===== config.mk =====
export PLATFORM = sky130hd
export DESIGN_NAME = mux_scan
export DESIGN_NICKNAME = d
export VERILOG_FILES = /design/src/rtl/mux_scan_pkg.sv /design/src/rtl/mux_tree.sv /design/src/rtl/mux_scan.sv
export SDC_FILE = /design/constraint.sdc
export NUM_CORES = 1
export LEC_CHECK = 0
export ABC_CLOCK_PERIOD_IN_PS = 1700
export CELL_PAD_IN_SITES_DETAIL_PLACEMENT = 1
export CELL_PAD_IN_SITES_GLOBAL_PLACEMENT = 1
export CORE_MARGIN = 2
export CORE_UTILIZATION = 29
export CTS_CLUSTER_SIZE = 14
export DETAILED_ROUTE_END_ITERATION = 8
export PLACE_DENSITY = 0.81
export SYNTH_ARGS = -nofsm -noshare
export SYNTH_HDL_FRONTEND = slang
export SYNTH_SLANG_ARGS = --single-unit

===== constraint.sdc =====
create_clock -name clk -period 1.7 [get_ports clk]
set_input_delay 0.17 -clock clk [delete_from_list [all_inputs] [get_ports clk]]
set_output_delay 0.17 -clock clk [all_outputs]
set_load 0.03 [all_outputs]

===== src/rtl/mux_scan_pkg.sv =====
// mux_scan_pkg: shared FSM state encodings and elaboration-time helpers
// for the mux_scan selector and its mux_tree datapath.
package mux_scan_pkg;

  localparam logic [1:0] ST_IDLE   = 2'd0;
  localparam logic [1:0] ST_MANUAL = 2'd1;
  localparam logic [1:0] ST_SCAN   = 2'd2;

  // Smallest select width able to address n channels.
  function automatic int min_sel_w(input int n);
    return (n > 1) ? $clog2(n) : 1;
  endfunction

  // Number of 4:1 levels needed so that 4**levels >= n (at least one level).
  function automatic int tree_levels(input int n);
    int l;
    int cap;
    l   = 1;
    cap = 4;
    while (cap < n) begin
      l   = l + 1;
      cap = cap * 4;
    end
    return l;
  endfunction

endpackage


===== src/rtl/mux_tree.sv =====
// mux_tree: combinational N_IN:1 selector, W bits per channel, built as a
// tree of 4:1 stages. Selects >= N_IN produce 0.
//   w   : packed channel data, channel k at w[k*W +: W]
//   sel : channel index
//   y   : selected channel (or 0 when sel is out of range)
module mux_tree
  import mux_scan_pkg::*;
#(
  parameter int N_IN  = 16,
  parameter int W     = 1,
  parameter int SEL_W = 4
) (
  input  logic [N_IN*W-1:0] w,
  input  logic [SEL_W-1:0]  sel,
  output logic [W-1:0]      y
);

  // Nodes are stored heap-style: node i has children 4i+1..4i+4, root is 0.
  // Leaf k then sits at FLEAF+k and its root-to-leaf path is k in base 4,
  // most significant digit first.
  localparam int LV    = tree_levels(N_IN);
  localparam int NLEAF = 4 ** LV;
  localparam int FLEAF = (NLEAF - 1) / 3;
  localparam int NN    = FLEAF + NLEAF;
  localparam logic [SEL_W:0] N_LIM = (SEL_W+1)'(N_IN);

  logic [W-1:0] node [NN];

  for (genvar j = 0; j < NLEAF; j++) begin : g_leaf
    if (j < N_IN) begin : g_ch
      assign node[FLEAF+j] = w[j*W +: W];
    end else begin : g_pad
      assign node[FLEAF+j] = '0;
    end
  end

  for (genvar d = 0; d < LV; d++) begin : g_lvl
    localparam int G = LV - 1 - d;          // select digit used at this depth
    localparam int F = ((4 ** d) - 1) / 3;  // first node index at this depth
    logic [1:0] dg;

    if (2*G+1 < SEL_W) begin : g_d2
      assign dg = sel[2*G+1 -: 2];
    end else if (2*G < SEL_W) begin : g_d1
      assign dg = {1'b0, sel[2*G]};
    end else begin : g_d0
      assign dg = 2'd0;
    end

    for (genvar j = 0; j < 4 ** d; j++) begin : g_node
      localparam int I = F + j;
      assign node[I] = dg[1] ? (dg[0] ? node[4*I+4] : node[4*I+3])
                             : (dg[0] ? node[4*I+2] : node[4*I+1]);
    end
  end

  // Padding leaves cover indices up to 4**LV-1; select bits above the tree
  // depth are caught here too.
  assign y = ({1'b0, sel} < N_LIM) ? node[0] : '0;

endmodule


===== src/rtl/mux_scan.sv =====
// mux_scan: N_IN-input, W-bit selector with registered output and a
// channel sequencer.
//   clk, resetn : rising-edge clock, async active-low reset
//   w           : channel data, channel k at w[k*W +: W]
//   t           : manual channel select
//   mode        : 0 manual, 1 scan
//   en          : 0 holds f/sel_out and counters, drops valid
//   f, sel_out  : registered channel data and the index that produced it
//   valid       : f holds a legal channel's data
//   err         : last manual select was >= N_IN
//   wrap        : pulse on the last dwell cycle of channel N_IN-1 in scan
module mux_scan
  import mux_scan_pkg::*;
#(
  parameter int N_IN  = 16,
  parameter int W     = 1,
  parameter int SEL_W = 4,
  parameter int DWELL = 1
) (
  input  logic              clk,
  input  logic              resetn,
  input  logic [N_IN*W-1:0] w,
  input  logic [SEL_W-1:0]  t,
  input  logic              mode,
  input  logic              en,
  output logic [W-1:0]      f,
  output logic [SEL_W-1:0]  sel_out,
  output logic              valid,
  output logic              err,
  output logic              wrap
);

  localparam int DCW = (DWELL > 1) ? $clog2(DWELL) : 1;
  localparam logic [DCW-1:0]   D_LAST = DCW'(DWELL - 1);
  localparam logic [SEL_W-1:0] I_LAST = SEL_W'(N_IN - 1);
  localparam logic [SEL_W:0]   N_LIM  = (SEL_W+1)'(N_IN);

  if (SEL_W < min_sel_w(N_IN)) begin : g_bad_sel_w
    $error("mux_scan: SEL_W too small for N_IN");
  end

  logic [1:0]       state, nstate;
  logic [SEL_W-1:0] idx, eidx, msel;
  logic [DCW-1:0]   dcnt, edcnt;
  logic [W-1:0]     mux_y;
  logic             t_ok, last_dwell, last_ch;

  always_comb begin
    nstate = ST_IDLE;
    if (en) nstate = mode ? ST_SCAN : ST_MANUAL;
  end

  // Any entry into SCAN (from IDLE or MANUAL) starts at channel 0, dwell 0;
  // the registered counters only carry over while already scanning.
  assign eidx       = (state == ST_SCAN) ? idx  : '0;
  assign edcnt      = (state == ST_SCAN) ? dcnt : '0;
  assign msel       = (nstate == ST_SCAN) ? eidx : t;
  assign t_ok       = ({1'b0, t} < N_LIM);
  assign last_dwell = (edcnt == D_LAST);
  assign last_ch    = (eidx == I_LAST);

  mux_tree #(.N_IN(N_IN), .W(W), .SEL_W(SEL_W)) u_tree (
    .w   (w),
    .sel (msel),
    .y   (mux_y)
  );

  always_ff @(posedge clk or negedge resetn) begin
    if (!resetn) begin
      state   <= ST_IDLE;
      f       <= '0;
      sel_out <= '0;
      valid   <= 1'b0;
      err     <= 1'b0;
      wrap    <= 1'b0;
      idx     <= '0;
      dcnt    <= '0;
    end else begin
      state <= nstate;
      case (nstate)
        ST_MANUAL: begin
          f       <= mux_y;   // tree returns 0 for out-of-range t
          sel_out <= t;
          valid   <= t_ok;
          err     <= !t_ok;
          wrap    <= 1'b0;
        end
        ST_SCAN: begin
          f       <= mux_y;
          sel_out <= eidx;
          valid   <= 1'b1;
          err     <= 1'b0;
          wrap    <= last_dwell && last_ch;
          if (last_dwell) begin
            dcnt <= '0;
            idx  <= last_ch ? '0 : eidx + SEL_W'(1);
          end else begin
            dcnt <= edcnt + DCW'(1);
            idx  <= eidx;
          end
        end
        default: begin
          // IDLE: f, sel_out, err and counters hold.
          valid <= 1'b0;
          wrap  <= 1'b0;
        end
      endcase
    end
  end

endmodule


==> results.sh <==
export IMPL_min_period_ns=1.58
export IMPL_synth_cell_types=40
export IMPL_crit_path_max_incr_delay_ns=0.58
export IMPL_crit_chain="clkdlybuf4s50_1 -> nand2_4 -> inv_2 -> mux2_2 -> a221o_1 -> a21oi_1 -> o211ai_1"
export IMPL_core_um2=3100
export IMPL_gp_congestion=0.891
export IMPL_arrival_ns=1.76
export IMPL_worstSkewPairLatency_ns=0.29
export IMPL_firstDrtPassIters=4
export IMPL_holdWs_ns=0.243
export IMPL_status="complete, no violations"
export IMPL_startpoint_type="input pin"
export IMPL_finalNetCount=179
export IMPL_die_h_um=61.5
export IMPL_h_tree_depth=1
export IMPL_cts_tree="built"
export IMPL_yosysSeqAreaShare_pct=33.9
export IMPL_hold_viol=0
export IMPL_critPathSlowestCell="clkdlybuf4s50_1"
export IMPL_synth_edf_count=0
export IMPL_p_per_area_nw_per_um2=602
export IMPL_multi_input_area_um2=537
export IMPL_cts_buffer_depth=2
export IMPL_tightest_slew_ns=0.628
export IMPL_grt_max_degree=14
export IMPL_fillers=382
export IMPL_synth_xor_area_share_pct=0
export IMPL_area_growth_pct=48.6
export IMPL_worst_path_buf_inv=2
export IMPL_crit_family="buffers and inverters"
export IMPL_n_antenna_cell=0
export IMPL_grt_usage_pct=19.6
export IMPL_slew_headroom_pct=58.0
export IMPL_clockRootBuffer="clkbuf_4"
export IMPL_io_pins=32
export IMPL_layout_drive_gt1_share_pct=20.3
export IMPL_ys_warn_count=0
export IMPL_rows=20
export IMPL_finalCritPeriodShare_pct=93.0
export IMPL_worstSetupPathType="input pin to register"
export IMPL_setup_violations=0
export IMPL_wl_per_cell_um=15.7
export IMPL_synth_top_area_share_pct=33.9
export IMPL_synth_seq_cells=13
export IMPL_clock_sink_count=13
export IMPL_drv_slew=0
export IMPL_route_vias_total=1010
export IMPL_final_cell_mix="29 x clkdlybuf4s50_1, 19 x buf_4, 13 x dfrtp_1"
export IMPL_grt_pass1_wl_mm=5.27
export IMPL_fin_setup_tns_ns=0
export IMPL_synthSimpleGateAreaFrac_pct=19.8
export IMPL_syn_nets=134
export IMPL_ys_flop_type="dfrtp_1"
export IMPL_cts_made_buffers=3
export IMPL_synth_top_family_by_area="compound AO/OA/AOI/OAI gates"
export IMPL_viasPerCell=5.13
export IMPL_dieArea_um2=3790
export IMPL_hold_class="input pin to register"
export IMPL_dp_hpwl_mm=2.46
export IMPL_vdd_drop_max_uv=427
export IMPL_final_common_cell="clkdlybuf4s50_1"
export IMPL_synth_largest_area_cell="dfrtp_1"
export IMPL_cp_required_ns=1.87
export IMPL_design_power_total_mw=0.858
export IMPL_synthesis_area_um2=960
export IMPL_clkTransAtPathRegs_ns=0.08
export IMPL_clock_skew_ns=0.00148
export IMPL_synth_compound_area_share_pct=28.6
export IMPL_ys_async_sr_fraction_pct=100
export IMPL_syn_inst=109
export IMPL_grt_pass1_vias=1097
export IMPL_globalRouteOverflowTotal=0
export IMPL_fp_dieW_um=61.5
export IMPL_routed_wl_mm=3.09
export IMPL_avgSynthCellArea_um2=8.80
export IMPL_path_max_fanout=4
export IMPL_detail_route_antenna_nets=0
export IMPL_start_util_pct=30.9
export IMPL_post_route_util_pct=46.0
export IMPL_synth_mux_area_share_pct=4.95
export IMPL_synth_area_leaders="dfrtp_1 34%, o211ai_1 7.0%, a21oi_1 5.2%"
export IMPL_drv_cap=0
export IMPL_leakagePower_nw=0.645
export IMPL_fmax_mhz=632
export IMPL_drc_errors=0
export IMPL_synth_fa_ha_area_share_pct=1.30
export IMPL_seqCellArea_um2=325
export IMPL_port_buffers=30
export IMPL_drtIter0Drc=19
export IMPL_end_kind="register"
export IMPL_antenna_found_initial=0
-- synthesized netlist by cell type (all sizes together) (4+ instances only) --
master and instances:
inv 10, nand2 6, dfrtp 13, o21ai 4
buf 6, o211ai 10, nor2b 4, nand3 4
nor2 5, a31oi 4, a21oi 10
-- metal layers --
| layer | global-route usage, % | up-vias | part of all wire [%] | wire (um) |
|---|---|---|---|---|
| met4 | 10.6 | 0 | 3.0 | 93 |
| met2 | 32.2 | 33 | 46 | 1410 |
| met5 | 0 | - | 0 | 0 |
| li1 | - | 485 | - | - |
| met1 | 23.7 | 485 | 45 | 1400 |
| met3 | 4.41 | 7 | 5.9 | 182 |
-- final cells by class --
cell class	instances	share of cell area, %
inverter	10	2.63
multi-input combinational	77	37.6
timing repair buffer	49	31.2
sequential	13	22.8
tap	44	3.86
clock buffer	4	1.84
-- registers in the layout, summed over array words and instances, names as in the netlist --
signal	count
sel_out	4
state	2
f	1
wrap	1
valid	1
idx	4
-- worst paths after layout --
path | start | endpoint | slack (ns) | depth (start not counted)
setup / recovery | en | f | 0.12 | 7
hold / removal | mode | state[0] | 0.24 | 2
setup reg to reg | state[1] | f | 0.13 | 5
hold reg to reg | sel_out[1] | sel_out[1] | 0.52 | 1
max in group asynchronous | resetn | idx[3] | 1.04 | 1
min in group asynchronous | resetn | sel_out[0] | 0.26 | 1
-- report_power, final --
| part | switching (mW) | leakage, nW | internal (mW) |
|---|---|---|---|
| clock | 0.117 | 0.0150 | 0.0915 |
| sequential | 0.0167 | 0.164 | 0.332 |
| combinational | 0.145 | 0.466 | 0.157 |
-- cell families (layout without fill, tap and decap cells) --
logic type / after synthesis / in the layout
and+or+nand+nor: 33 / 33
muxes: 4 / 4
adders and majority gates: 1 / 1
other: 1 / 1
buffers and inverters: 19 / 63
AOI/OAI and AO/OA: 38 / 38
DFF: 13 / 13
-- stage by stage --
stage | setup WS [ns] | cells | instance area [um^2]
2_1_floorplan | 0.147 | 109 | 960
3_3_place_gp | -0.211 | 193 | 1390
3_5_place_dp | -0.252 | 193 | 1390
4_1_cts | 0.0820 | 197 | 1420
5_1_grt | -0.00222 | 197 | 1430
6_report | 0.118 | 197 | 1430
-- what timing repair did --
| item | CTS | global route |
|---|---|---|
| setup endpoints to repair | 0 | 2 |
| setup buffers | 0 | 0 |
| hold buffers | 0 | 0 |
| gates resized for setup | 0 | 3 |
Note: power is estimated with default switching activity, not from simulation.
